File: src/rtl/proc_z_pkg.sv
// Shared definitions for the execute stage: instruction class codes, ALU
// function codes, the "no write" register index, condition-code bit
// positions, the reset value of the condition codes and the stage state type.
//
// Optional feature macro: EXEC_STAGE_MUL_EN adds the BUSY state used while
// the iterative multiplier runs.
package proc_z_pkg;

    localparam logic [3:0] ICODE_NOP   = 4'h0;
    localparam logic [3:0] ICODE_IRMOV = 4'h1;
    localparam logic [3:0] ICODE_OP    = 4'h2;

    localparam logic [3:0] ALU_ADD = 4'h0;
    localparam logic [3:0] ALU_SUB = 4'h1;
    localparam logic [3:0] ALU_AND = 4'h2;
    localparam logic [3:0] ALU_XOR = 4'h3;
    localparam logic [3:0] ALU_MUL = 4'h4;

    localparam logic [3:0] REG_NONE = 4'hF;

    // Condition codes are packed as {ZF,SF,OF}.
    localparam int CC_ZF = 2;
    localparam int CC_SF = 1;
    localparam int CC_OF = 0;
    localparam logic [2:0] CC_RESET = 3'b100;

`ifdef EXEC_STAGE_MUL_EN
    typedef enum logic [1:0] {
        EMPTY = 2'd0,
        BUSY  = 2'd1,
        FULL  = 2'd2
    } state_t;
`else
    typedef enum logic [1:0] {
        EMPTY = 2'd0,
        FULL  = 2'd2
    } state_t;
`endif

    // Builds the condition-code vector from a result and its overflow flag.
    function automatic logic [2:0] makeCc(input logic [31:0] res, input logic ovf);
        logic [2:0] c;
        c        = 3'b000;
        c[CC_ZF] = (res == 32'd0);
        c[CC_SF] = res[31];
        c[CC_OF] = ovf;
        return c;
    endfunction

endpackage

File: src/rtl/exec_stage_if.sv
// Handshake bundle between decode, the execute stage and write-back.
//   Upstream side : in_valid/in_ready plus icode, ifun, rB, valA, valB, valC.
//   Downstream    : out_valid/out_ready plus dstE, valE.
//   Status        : cc {ZF,SF,OF}, err (sticky illegal-instruction flag).
// modport slave is the execute stage; modport master is its environment.
interface exec_stage_if;

    logic        in_valid;
    logic        in_ready;
    logic [3:0]  icode;
    logic [3:0]  ifun;
    logic [3:0]  rB;
    logic [31:0] valA;
    logic [31:0] valB;
    logic [15:0] valC;

    logic        out_valid;
    logic        out_ready;
    logic [3:0]  dstE;
    logic [31:0] valE;
    logic [2:0]  cc;
    logic        err;

    modport master (
        output in_valid, icode, ifun, rB, valA, valB, valC, out_ready,
        input  in_ready, out_valid, dstE, valE, cc, err
    );

    modport slave (
        input  in_valid, icode, ifun, rB, valA, valB, valC, out_ready,
        output in_ready, out_valid, dstE, valE, cc, err
    );

endinterface

File: src/rtl/exec_mul.sv
// Iterative shift-add 32x32 multiplier, one multiplier bit per cycle.
// Ports:
//   clock, reset  - rising-edge clock, synchronous active-high reset
//   start_i       - load operands and begin (ignored while busy)
//   a_i, b_i      - multiplicand / multiplier
//   done_o        - high in the last iteration cycle; product_o is valid then
//   product_o     - full 64-bit product (combinational view of the final sum)
// Only instantiated when EXEC_STAGE_MUL_EN is defined.
module exec_mul (
    input  logic        clock,
    input  logic        reset,
    input  logic        start_i,
    input  logic [31:0] a_i,
    input  logic [31:0] b_i,
    output logic        done_o,
    output logic [63:0] product_o
);

    logic [63:0] mcand_q;
    logic [63:0] acc_q;
    logic [63:0] acc_d;
    logic [31:0] mplier_q;
    logic [4:0]  count_q;
    logic        busy_q;

    // Partial-product add for the current multiplier bit. On the 32nd
    // iteration this is the finished product, so the stage can capture it
    // on the same edge that ends the iteration.
    always_comb begin
        acc_d = acc_q + (mplier_q[0] ? mcand_q : 64'd0);
    end

    assign product_o = acc_d;
    assign done_o    = busy_q && (count_q == 5'd31);

    // Operand load on start, then 32 shift-add steps.
    always_ff @(posedge clock) begin
        if (reset) begin
            mcand_q  <= 64'd0;
            acc_q    <= 64'd0;
            mplier_q <= 32'd0;
            count_q  <= 5'd0;
            busy_q   <= 1'b0;
        end else if (busy_q) begin
            acc_q    <= acc_d;
            mcand_q  <= mcand_q << 1;
            mplier_q <= mplier_q >> 1;
            count_q  <= count_q + 5'd1;
            if (count_q == 5'd31) begin
                busy_q <= 1'b0;
            end
        end else if (start_i) begin
            mcand_q  <= {32'd0, a_i};
            acc_q    <= 64'd0;
            mplier_q <= b_i;
            count_q  <= 5'd0;
            busy_q   <= 1'b1;
        end
    end

endmodule

File: src/rtl/exec_stage.sv
// Execute stage: one-entry pipeline register computing irmov and OP results
// for write-back, with condition codes and a sticky illegal-instruction flag.
// Ports:
//   clock, reset - rising-edge clock, synchronous active-high reset
//   bus          - exec_stage_if.slave (in/out handshakes, operands, dstE,
//                  valE, cc, err)
// Parameter ZEXT_VALC: 1 zero-extends valC, 0 sign-extends it.
// Macro EXEC_STAGE_MUL_EN: enables OP ifun 4 (multiply) via exec_mul; without
// it that encoding is treated as illegal.
module exec_stage
    import proc_z_pkg::*;
#(
    parameter int ZEXT_VALC = 1
) (
    input logic       clock,
    input logic       reset,
    exec_stage_if.slave bus
);

    state_t      state_q, state_d;
    logic [3:0]  dstE_q, dstE_d;
    logic [31:0] valE_q, valE_d;
    logic [2:0]  cc_q, cc_d;
    logic        err_q, err_d;

    logic        accept;
    logic        retire;
    logic        isNop;
    logic        isIrmov;
    logic        isAlu;
    logic [31:0] valCExt;
    logic [31:0] aluRes;
    logic        aluOvf;

`ifdef EXEC_STAGE_MUL_EN
    logic        isMul;
    logic        mulStart;
    logic        mulDone;
    logic [63:0] mulProduct;

    exec_mul u_mul (
        .clock     (clock),
        .reset     (reset),
        .start_i   (mulStart),
        .a_i       (bus.valA),
        .b_i       (bus.valB),
        .done_o    (mulDone),
        .product_o (mulProduct)
    );

    assign isMul = (bus.icode == ICODE_OP) && (bus.ifun == ALU_MUL);
`endif

    // A held result may retire in the same cycle a new instruction enters,
    // which keeps throughput at one per cycle.
    assign bus.in_ready  = (state_q == EMPTY) || ((state_q == FULL) && bus.out_ready);
    assign bus.out_valid = (state_q == FULL);
    assign accept        = bus.in_valid && bus.in_ready;
    assign retire        = bus.out_valid && bus.out_ready;

    assign bus.dstE = dstE_q;
    assign bus.valE = valE_q;
    assign bus.cc   = cc_q;
    assign bus.err  = err_q;

    assign valCExt = (ZEXT_VALC != 0) ? {16'd0, bus.valC} : {{16{bus.valC[15]}}, bus.valC};

    assign isNop   = (bus.icode == ICODE_NOP);
    assign isIrmov = (bus.icode == ICODE_IRMOV) && (bus.ifun == 4'h0);
    assign isAlu   = (bus.icode == ICODE_OP) &&
                     ((bus.ifun == ALU_ADD) || (bus.ifun == ALU_SUB) ||
                      (bus.ifun == ALU_AND) || (bus.ifun == ALU_XOR));

    // Single-cycle ALU. Overflow means both effective operands share a sign
    // that differs from the result's sign (for sub the effective second
    // operand is -valA, hence the inverted sign test).
    always_comb begin
        aluRes = 32'd0;
        aluOvf = 1'b0;
        case (bus.ifun)
            ALU_ADD: begin
                aluRes = bus.valB + bus.valA;
                aluOvf = (bus.valA[31] == bus.valB[31]) && (aluRes[31] != bus.valB[31]);
            end
            ALU_SUB: begin
                aluRes = bus.valB - bus.valA;
                aluOvf = (bus.valA[31] != bus.valB[31]) && (aluRes[31] != bus.valB[31]);
            end
            ALU_AND: aluRes = bus.valB & bus.valA;
            ALU_XOR: aluRes = bus.valB ^ bus.valA;
            default: begin
                aluRes = 32'd0;
                aluOvf = 1'b0;
            end
        endcase
    end

    // Next-state logic. Retirement empties the register first; an accepted
    // instruction then overrides that with its own outcome. nop and illegal
    // encodings are consumed and leave the stage EMPTY.
    always_comb begin
        state_d = state_q;
        dstE_d  = dstE_q;
        valE_d  = valE_q;
        cc_d    = cc_q;
        err_d   = err_q;
`ifdef EXEC_STAGE_MUL_EN
        mulStart = 1'b0;
`endif
        if (retire) begin
            state_d = EMPTY;
        end
        if (accept) begin
            if (isIrmov) begin
                state_d = FULL;
                dstE_d  = bus.rB;
                valE_d  = valCExt;
            end else if (isAlu) begin
                state_d = FULL;
                dstE_d  = bus.rB;
                valE_d  = aluRes;
                cc_d    = makeCc(aluRes, aluOvf);
`ifdef EXEC_STAGE_MUL_EN
            end else if (isMul) begin
                state_d  = BUSY;
                dstE_d   = bus.rB;
                mulStart = 1'b1;
`endif
            end else if (!isNop) begin
                state_d = EMPTY;
                err_d   = 1'b1;
            end else begin
                state_d = EMPTY;
            end
        end
`ifdef EXEC_STAGE_MUL_EN
        // Overflow for multiply flags any bits lost above the low word.
        if ((state_q == BUSY) && mulDone) begin
            state_d = FULL;
            valE_d  = mulProduct[31:0];
            cc_d    = makeCc(mulProduct[31:0], |mulProduct[63:32]);
        end
`endif
    end

    // State and result registers; reset drops any in-flight operation.
    always_ff @(posedge clock) begin
        if (reset) begin
            state_q <= EMPTY;
            dstE_q  <= REG_NONE;
            valE_q  <= 32'd0;
            cc_q    <= CC_RESET;
            err_q   <= 1'b0;
        end else begin
            state_q <= state_d;
            dstE_q  <= dstE_d;
            valE_q  <= valE_d;
            cc_q    <= cc_d;
            err_q   <= err_d;
        end
    end

endmodule
File: src/flat_wrapper.sv
// flat-port wrapper written by rule: the top's interface ports become plain ports
module exec_stage_flat import proc_z_pkg::*;
#(
    parameter int ZEXT_VALC = 1
)
  (clock, reset, bus_in_valid, bus_icode, bus_ifun, bus_rB, bus_valA, bus_valB, bus_valC, bus_out_ready, bus_in_ready, bus_out_valid, bus_dstE, bus_valE, bus_cc, bus_err);
  exec_stage_if bus_i ();
  input logic clock;
  input logic reset;
  input wire logic [$bits(bus_i.in_valid)-1:0] bus_in_valid;
  input wire logic [$bits(bus_i.icode)-1:0] bus_icode;
  input wire logic [$bits(bus_i.ifun)-1:0] bus_ifun;
  input wire logic [$bits(bus_i.rB)-1:0] bus_rB;
  input wire logic [$bits(bus_i.valA)-1:0] bus_valA;
  input wire logic [$bits(bus_i.valB)-1:0] bus_valB;
  input wire logic [$bits(bus_i.valC)-1:0] bus_valC;
  input wire logic [$bits(bus_i.out_ready)-1:0] bus_out_ready;
  output wire logic [$bits(bus_i.in_ready)-1:0] bus_in_ready;
  output wire logic [$bits(bus_i.out_valid)-1:0] bus_out_valid;
  output wire logic [$bits(bus_i.dstE)-1:0] bus_dstE;
  output wire logic [$bits(bus_i.valE)-1:0] bus_valE;
  output wire logic [$bits(bus_i.cc)-1:0] bus_cc;
  output wire logic [$bits(bus_i.err)-1:0] bus_err;
  assign bus_i.in_valid = bus_in_valid;
  assign bus_i.icode = bus_icode;
  assign bus_i.ifun = bus_ifun;
  assign bus_i.rB = bus_rB;
  assign bus_i.valA = bus_valA;
  assign bus_i.valB = bus_valB;
  assign bus_i.valC = bus_valC;
  assign bus_i.out_ready = bus_out_ready;
  assign bus_in_ready = bus_i.in_ready;
  assign bus_out_valid = bus_i.out_valid;
  assign bus_dstE = bus_i.dstE;
  assign bus_valE = bus_i.valE;
  assign bus_cc = bus_i.cc;
  assign bus_err = bus_i.err;
  exec_stage #(.ZEXT_VALC(ZEXT_VALC)) u_core (.clock(clock), .reset(reset), .bus(bus_i));
endmodule
File: config.mk
export PLATFORM = sky130hd
export DESIGN_NAME = exec_stage_flat
export DESIGN_NICKNAME = d
export VERILOG_FILES = /design/src/rtl/proc_z_pkg.sv /design/src/rtl/exec_stage_if.sv /design/src/rtl/exec_mul.sv /design/src/rtl/exec_stage.sv /design/src/flat_wrapper.sv
export SDC_FILE = /design/constraint.sdc
export NUM_CORES = 1
export LEC_CHECK = 0
export CAP_MARGIN = 5
export CELL_PAD_IN_SITES_DETAIL_PLACEMENT = 1
export CELL_PAD_IN_SITES_GLOBAL_PLACEMENT = 1
export CORE_ASPECT_RATIO = 0.8
export CORE_MARGIN = 2
export CORE_UTILIZATION = 35
export CTS_CLUSTER_DIAMETER = 120
export DETAILED_ROUTE_END_ITERATION = 8
export GPL_TIMING_DRIVEN = 0
export PLACE_DENSITY_LB_ADDON = 0.1
export SLEW_MARGIN = 20
export SYNTH_ARGS = -nofsm -noshare
export SYNTH_HDL_FRONTEND = slang
export SYNTH_SLANG_ARGS = --single-unit
export TNS_END_PERCENT = 100
File: constraint.sdc
create_clock -name clock -period 7.1 [get_ports clock]
set_input_delay 0.71 -clock clock [delete_from_list [all_inputs] [get_ports clock]]
set_output_delay 0.71 -clock clock [all_outputs]
set_load 0.02 [all_outputs]
### Word level (Yosys, flattened, before mapping)

Index checks and enable logic that the tools add are counted.

* muxes and demuxes: 10
* add/sub/neg operators: 2
* bitwise operators: 5
* reductions and logical operators: 19
* eq/ne operators: 10

Operator list (count)
* $pmux W32 S4: 1
* $mux W32: 2
* $add A32 B32 Y32: 1
* $and A32 B32 Y32: 1
* $logic_not A32 Y1: 1
* $sub A32 B32 Y32: 1
* $xor A32 B32 Y32: 1
* $eq A4 B2 Y1 const B: 3
* $eq A4 B1 Y1 const B: 2
* $logic_not A4 Y1: 2
* $mux W2: 4
* $mux W4: 2
* $logic_and A1 B1 Y1: 6
* $logic_or A1 B1 Y1: 4
* $reduce_and A4 Y1: 1
* $reduce_bool A2 Y1: 2
* $ne A1 B1 Y1: 3
* $not A1 Y1: 3
* $reduce_and A3 Y1: 1
* $eq A2 B2 Y1 const B: 1
* $logic_not A2 Y1: 1
* $pmux W1 S2: 1
* $reduce_and A2 Y1: 1
* $eq A1 B1 Y1: 1

* output and inout port bits: 42
* bits of input ports: 96
* logic and storage cells: 51
* flip-flop bits (word level): 42

### Logic depth before layout (Yosys ltp)

Gate-level depths: netlist (run 1).

* depth in word-level cells: 8
* gate-level depth with buffers: 14
* gate-level depth less buffers: 14

### Least setup slack after synthesis (run 1)

Ideal clock, no wire load.

* path kind: input to register
* start point: input port bus_valA[7]
* end point: register u_core.cc_q[2] (netlist: u_core.bus.cc[2])
* setup time: 59 ps
* slack: 3546 ps
* arrival: 3495 ps
* stages: 14
* required time: 7041 ps
* cells stage by stage: inv_1 > ha_1 > buf_6 > or2_1 > or4_4 > o211a_4 > o21ai_4 > a211oi_2 > mux2_4 > o41ai_4 > o2111ai_1 > a211oi_2 > nand4_1 > nand2_1

* longest elaborated chain between the ends: 3
* elaborated cells between the ends (all ways): 6
* those cells by class: add/sub (2); mux (1); bitwise (2); reduce/logical (1)

Ends and longest elaborated chain
* from (decl): line flat_wrapper.sv:14 `input wire logic [$bits(bus_i.valA)-1:0] bus_valA;`
* $sub A32 B32 Y32, or another cell as far along: line exec_stage.sv:86 `aluRes = bus.valB - bus.valA;`
* $pmux W32 S4 *: line exec_stage.sv:80 `case (bus.ifun)`
* $logic_not A32 Y1 *: line proc_z_pkg.sv:44 `c[CC_ZF] = (res == 32'd0);`
* to (signal assigned): line exec_stage.sv:152 `cc_q <= CC_RESET;`
* to (signal assigned): line exec_stage.sv:158 `cc_q <= cc_d;`
* to (decl): line exec_stage.sv:23 `logic [2:0] cc_q, cc_d;`

Mark *: on every way between the ends. The rest lies on a longest branch, timed or not.
A chain may end at the register's enable or synchronous reset.

### Final worst setup path (run 1)

* start point: input port bus_valB[0]
* end point: register u_core.cc_q[2] (netlist: u_core.bus.cc[2])

* longest elaborated chain between the ends: 3
* elaborated cells between the ends (all ways): 6
* those cells by class: add/sub (2); mux (1); bitwise (2); reduce/logical (1)

Ends and longest elaborated chain
* from (decl): line flat_wrapper.sv:15 `input wire logic [$bits(bus_i.valB)-1:0] bus_valB;`
* $sub A32 B32 Y32, or another cell as far along: line exec_stage.sv:86
* $pmux W32 S4 *: line exec_stage.sv:80
* $logic_not A32 Y1 *: line proc_z_pkg.sv:44

Marked as above.

==> results_dict.tcl, run 1 <==
set metrics [dict create \
    status "finished, final reports clean" \
    synth_area_leaders "dfxtp_1, ha_1, a21oi_1, nor2_1, nand2_1" \
    drc 0 \
    drtIter0Drc 585 \
    grt_usage_pct 28.2 \
    clockRootBuffer "clkbuf_16" \
    nets 1245 \
    crit_fanout 3 \
    ys.flop_type "dfxtp_1" \
    async_flop_share_pct 0 \
    viasPerCell 5.89 \
    postLayoutCoreUtil_pct 46.0 \
    final_area_sq_um 8380 \
    cpLargestDelayFamily "compound AO/OA/AOI/OAI gates" \
    synth_top_family_by_area "compound AO/OA/AOI/OAI gates" \
    syn-cell-area_sq_um 6530 \
    first_pass_iters 5 \
    synth.area.mux_share_pct 3.28 \
    initial_core_util_pct 35.8 \
    coreArea_sq_um 18200 \
    worstPathArrival_ps 5130 \
    worstPathCellList "clkdlybuf4s50_1 -> inv_1 -> ha_1 -> fa_1 -> nor2b_1 -> o211ai_1 -> a211oi_1 -> o21ai_1 -> a311oi_1 -> o221ai_1 -> a22oi_1 -> o2111ai_1 -> nor4_4 -> nand4_1 -> nand2_1" \
    synth_most_common_cell "nor2_1" \
    wirelength_um 28400 \
    synth-xor-area-share_pct 2.68 \
    avgRoutedWirePerCell_um 21.2 \
    skew_ps 5.70 \
    antenna_found_initial 1 \
    fill_cells 2346 \
    cts_hold_buf 0 \
    hpwl_um 23100 \
    max-vdd-ir-drop_uv 87.4 \
    ctsResizeCount 0 \
    postPlaceCellArea_sq_um 8210 \
    hold_slack_ps 455 \
    crit_path_max_incr_delay_ps 750 \
    relSlewSlack_pct 22.7 \
    grt_pass1_vias 7754 \
    syn_inst 940 \
    cts_sinks 41 \
    io_buffers 136 \
    antenna_cells 0 \
    clk_pin_slew_worst_paths_ps 60 \
    grt_pass1_wl_um 43900 \
    clk_path_buf_depth 2 \
    worstSkewPairLatency_ps 290 \
    synth_compound_area_share_pct 36.8 \
    synthAdderAreaFrac_pct 12.9 \
    fp-row-count 44 \
    synth.avg_cell_area_sq_um 6.95 \
    cp_slowest_cell "a211oi_1" \
    cp_num_buf_inv 2 \
    hold_viol_final 0 \
    yosys_warnings 0 \
    tns_ps 0 \
    cts_tree "built" \
    worst_pin_slew_ps 1150 \
    synth_fp_nets 1102 \
    postRouteAntennaNets 0 \
    place.gp.congestion 0.923 \
    cts_setup_buffers 0 \
    fp.dieW_um 157 \
    gr-total-overflow 0 \
    finalMaxSlewViolations 0 \
    rsz0062_at_grt "false" \
    setup_viol 0 \
    h-tree-depth 2 \
    max_freq_ghz 0.205 \
    setup_ws_ps 2210 \
    synthSimpleGateAreaFrac_pct 24.7 \
    cp.depth 15 \
    critPathRequiredTime_ps 7340 \
    synth_top_area_share_pct 12.6 \
    ys_seq_area_share_pct 12.6 \
    critPathLaunchType "primary input" \
    hold_path_depth 2 \
    p_per_area_nw_per_um2 124 \
    p_leak_nw 3.28 \
    pin_count 138 \
    grt_max_degree 15 \
    end_kind "flip-flop" \
    ys_ff_latch 41 \
    die_h_um 126 \
    route.vias.total 7872 \
    dp_slack_ps 1990 \
    synth_edf_count 0 \
    synthTopCellsByCount "nor2_1, a21oi_1, nand2_1" \
    period_needed_ps 4890 \
    yosysUniqueCellTypes 88 \
    finalCritPeriodShare_pct 68.9 \
    area_growth_pct 28.4 \
    path_class "in -> reg" \
    maxCapViolations 0 \
    drive_above_1_share_pct 5.07 \
    r2r_cells 10 \
    synth_top_area_cell "dfxtp_1" \
    cts_inserted_buffers 5 \
    hp-class "reg -> reg" \
    dieArea_sq_um 19800 \
]
flip-flops by register name, summed over array words and instances, names as in the netlist:
signal / flops
u_core.bus.dstE: 4
u_core.state_q: 1
u_core.bus.cc: 3
u_core.bus.valE: 32
u_core.bus.err: 1
stage by stage:
stage,total power [W],std cells
after detailed placement,0.000761,1329
after global routing,0.00110,1337
after global placement,0.000757,1329
after floorplan,0.000573,940
after CTS,0.00103,1337
final,0.00104,1337
cell families after synthesis:
family,Yosys count
buf+inv,120
fa+ha+maj,66
compound gates,341
xor+xnor,20
mux,19
flops,41
simple gates,333
power by group:
part / internal [W] / total (W) / switching (W)
logic: 0.000209 / 0.000540 / 0.000331
clock network: 0.000167 / 0.000270 / 0.000103
registers: 0.000231 / 0.000232 / 0.000000644
tightest hold or removal path, stage by stage, from the launching register on:
cell	delay, ps
dfxtp_1	310
nand2_1	50
a21oi_1	50
routing by layer:
layer,part of all wire [%],track usage [%],wire length (um)
met1,49,41.3,13900
met2,44,44.6,12400
met3,5.8,3.79,1650
met4,1.6,4.64,442
met5,0,0,0
final cells by class:
type	count	area [sq um]	share of cell area [%]
tap	253	317	3.78
buffer	57	228	2.72
inverter	63	236	2.82
clock inverter	3	43.8	0.522
clock buffer	5	125	1.49
sequential	41	821	9.79
multi-input combinational	779	5250	62.6
timing repair buffer	136	1360	16.2
worst paths after layout:
| kind | from | to | slack (ps) |
|---|---|---|---|
| max | bus_valB[0] | u_core.bus.cc[2]$_SDFFE_PP1P_ | 2210 |
| min | u_core.bus.valE[29]$_SDFFE_PP0P_ | u_core.bus.valE[29]$_SDFFE_PP0P_ | 450 |
| max reg2reg | u_core.state_q[1]$_SDFFE_PP0P_ | u_core.bus.cc[2]$_SDFFE_PP1P_ | 4480 |
| min reg2reg | u_core.bus.valE[29]$_SDFFE_PP0P_ | u_core.bus.valE[29]$_SDFFE_PP0P_ | 450 |
placed cells by master (no fill, tap or decap), types with 6 or more instances in the layout:
master / synthesis / routed
o211ai_1: 8 / 8
ha_1: 64 / 64
o21bai_1: 18 / 18
o2111ai_1: 7 / 7
o21ai_1: 8 / 8
a22oi_1: 10 / 10
o21ai_0: 35 / 35
clkdlybuf4s50_1: 0 / 136
a211oi_1: 29 / 29
nor3_1: 29 / 29
o21a_1: 12 / 12
nand4_1: 10 / 10
nor2_1: 113 / 113
nand2b_1: 13 / 13
o31a_1: 6 / 6
inv_1: 62 / 62
nand2_1: 82 / 82
dfxtp_1: 41 / 41
nor2b_1: 17 / 17
nand3_1: 15 / 15
a21oi_1: 93 / 93
a21o_1: 11 / 11
a31oi_1: 11 / 11
or3_1: 6 / 6
or2_2: 9 / 9
clkbuf_1: 49 / 49
nor4_1: 9 / 9
o31ai_1: 19 / 19
mux2i_1: 12 / 12
xnor2_1: 17 / 17
o22ai_1: 6 / 6
nand3b_1: 6 / 6
Power figures use the tool's default switching activity.
==> inputs of run 2 (changes only) <==
--- a/config.mk
+++ b/config.mk
@@ -10,7 +10,7 @@
 export CELL_PAD_IN_SITES_GLOBAL_PLACEMENT = 1
 export CORE_ASPECT_RATIO = 0.8
 export CORE_MARGIN = 2
-export CORE_UTILIZATION = 35
+export CORE_UTILIZATION = 34
 export CTS_CLUSTER_DIAMETER = 120
 export DETAILED_ROUTE_END_ITERATION = 8
 export GPL_TIMING_DRIVEN = 0
==> constraint.sdc (replaced) <==
create_clock -name clock -period 4.3 [get_ports clock]
set_input_delay 0.43 -clock clock [delete_from_list [all_inputs] [get_ports clock]]
set_output_delay 0.43 -clock clock [all_outputs]
set_load 0.02 [all_outputs]
==> run 2 against run 1 <==
Power is 61% higher. Register-to-register slack worse by 2800 ps. Sequential share of layout area is 0.098 points lower. First-iteration DRC count is 8.9% lower. Via count is 0.27% higher. Highest routed layer unchanged. Die area is 2.9% higher. Worst setup slack worse by 2100 ps. Clock skew is 1.8 ps higher.
==> results_dict.tcl, run 2 (synthesized netlist as in run 1, its figures left out) <==
set metrics [dict create \
    cts_inserted_buffers 5 \
    rsz0062_at_grt "false" \
    hp-class "reg -> reg" \
    fill_cells 2417 \
    postRouteAntennaNets 0 \
    io_buffers 136 \
    hpwl_um 23400 \
    route.vias.total 7893 \
    clkPwrFrac_pct 23.0 \
    skew_ps 7.45 \
    max-vdd-ir-drop_uv 164 \
    clk_pin_slew_worst_paths_ps 60 \
    pwr-share-comb_pct 54.2 \
    viasPerCell 5.89 \
    p_per_area_nw_per_um2 199 \
    fp.dieW_um 159 \
    coreArea_sq_um 18900 \
    critPathRequiredTime_ps 4530 \
    first_pass_iters 5 \
    antenna_cells 0 \
    critPathLaunchType "primary input" \
    drive_above_1_share_pct 6.09 \
    crit_fanout 4 \
    h-tree-depth 2 \
    avgRoutedWirePerCell_um 21.5 \
    hold_viol_final 0 \
    die_h_um 128 \
    dieArea_sq_um 20300 \
    wirelength_um 28800 \
    power.share.switching_pct 42.6 \
    nets 1244 \
    finalCritPeriodShare_pct 96.4 \
    sequentialPowerShare_pct 22.8 \
    drc 0 \
    setup_viol 0 \
    worst_pin_slew_ps 996 \
    grt_pass1_wl_um 44400 \
    max_freq_ghz 0.241 \
    worstSkewPairLatency_ps 290 \
    area_growth_pct 29.7 \
    internal-power_w 0.000965 \
    finalMaxSlewViolations 0 \
    switchingPower_w 0.000717 \
    maxCapViolations 0 \
    period_needed_ps 4150 \
    hold_slack_ps 451 \
    final_common_cell "clkdlybuf4s50_1" \
    end_kind "flip-flop" \
    path_class "in -> reg" \
    p_leak_nw 3.29 \
    worstPathArrival_ps 4380 \
    status "finished, final reports clean" \
    place_inst 1334 \
    place.gp.congestion 0.931 \
    drtIter0Drc 533 \
    fp-row-count 45 \
    clockRootBuffer "clkbuf_16" \
    gr-total-overflow 0 \
    grt_usage_pct 27.5 \
    cts_tree "built" \
    relSlewSlack_pct 33.4 \
    pin_count 138 \
    final_cells 1341 \
    largest_reg_flops 32 \
    cts_sinks 41 \
    antenna_found_initial 0 \
    clk_path_buf_depth 2 \
    grt_max_degree 14 \
    initial_core_util_pct 34.5 \
    grt_pass1_vias 7691 \
    final_cell_mix "clkdlybuf4s50_1, nor2_1, a21oi_1" \
    cts_hold_buf 0 \
]
-- run 2: cell types whose count changed in the layout (fill, tap and decap cells not counted), sizes merged --
cell	previous run	this run
bufinv	1	0
clkinv	1	2
inv	64	63
-- run 2: worst paths after layout --
path / startpoint / end / slack [ps] / cells past startpoint
worst min register to register: u_core.bus.valE[31]$_SDFFE_PP0P_ / u_core.bus.valE[31]$_SDFFE_PP0P_ / 450 / 2
worst min-delay path: u_core.bus.valE[31]$_SDFFE_PP0P_ / u_core.bus.valE[31]$_SDFFE_PP0P_ / 450 / 2
worst max register to register: u_core.state_q[1]$_SDFFE_PP0P_ / u_core.bus.cc[2]$_SDFFE_PP1P_ / 1670 / 10
worst max-delay path: bus_valA[0] / u_core.bus.cc[2]$_SDFFE_PP1P_ / 150 / 15
-- run 2: area by class of cell --
cell class / instances / area [sq um] / area share (%)
repair buffers: 136 / 1360 / 16.1
well taps: 258 / 323 / 3.81
flip-flops and latches: 41 / 821 / 9.69
plain buffers: 56 / 225 / 2.66
inverters: 63 / 236 / 2.79
multi-input cells: 779 / 5350 / 63.2
clock buffers: 6 / 139 / 1.64
clock inverters: 2 / 13.8 / 0.163
-- run 2: through the flow --
step	worst slack (ps)	util, %	instance area, sq um	total power (W)	TNS, ps
global placement	-534	43.4	8210	0.00125	-1030
detailed placement	-545	43.5	8220	0.00126	-1220
global route	2.90	44.8	8470	0.00178	0
finish	153	44.8	8470	0.00168	0
CTS	40.6	44.5	8410	0.00165	0
floorplan	1030	-	6530	0.000946	0
-- run 2: critical path: stages --
cell and delay (ps):
clkdlybuf4s50_1 500, ha_1 210, inv_1 60, fa_1 410
o21bai_1 400, a2111oi_4 180, o211a_4 320, o21ai_4 220
a211oi_2 110, mux2_4 340, o41ai_4 420, o2111ai_1 230
a211oi_2 260, nand4_1 170, nand2_1 90
-- run 2: layer usage --
layer  up-vias  share of wire [%]  global-route usage (%)
met2       290                 44                    44.2
met1      3823                 47                    39.5
li1       3746                  -                       -
met3        34                6.5                    3.95
met4         0                1.7                    5.19
met5         -                  0                       0
-- run 2: what timing repair did --
action,CTS,global route
endpoints found under the hold margin,0,0
endpoints found under the setup margin,1,1
gates resized for setup,5,12
setup buffers,0,0
pin swaps,0,2
gates cloned,0,0
-- run 2: power by group through the flow --
| stage | logic, W | registers (W) | clock network (W) |
|---|---|---|---|
| after floorplan | 0.000552 | 0.000394 | 0 |
| after global placement | 0.000863 | 0.000391 | 0 |
| after CTS | 0.000882 | 0.000383 | 0.000388 |
| after global routing | 0.000986 | 0.000383 | 0.000411 |
| after detailed placement | 0.000871 | 0.000391 | 0 |
| final | 0.000912 | 0.000383 | 0.000387 |
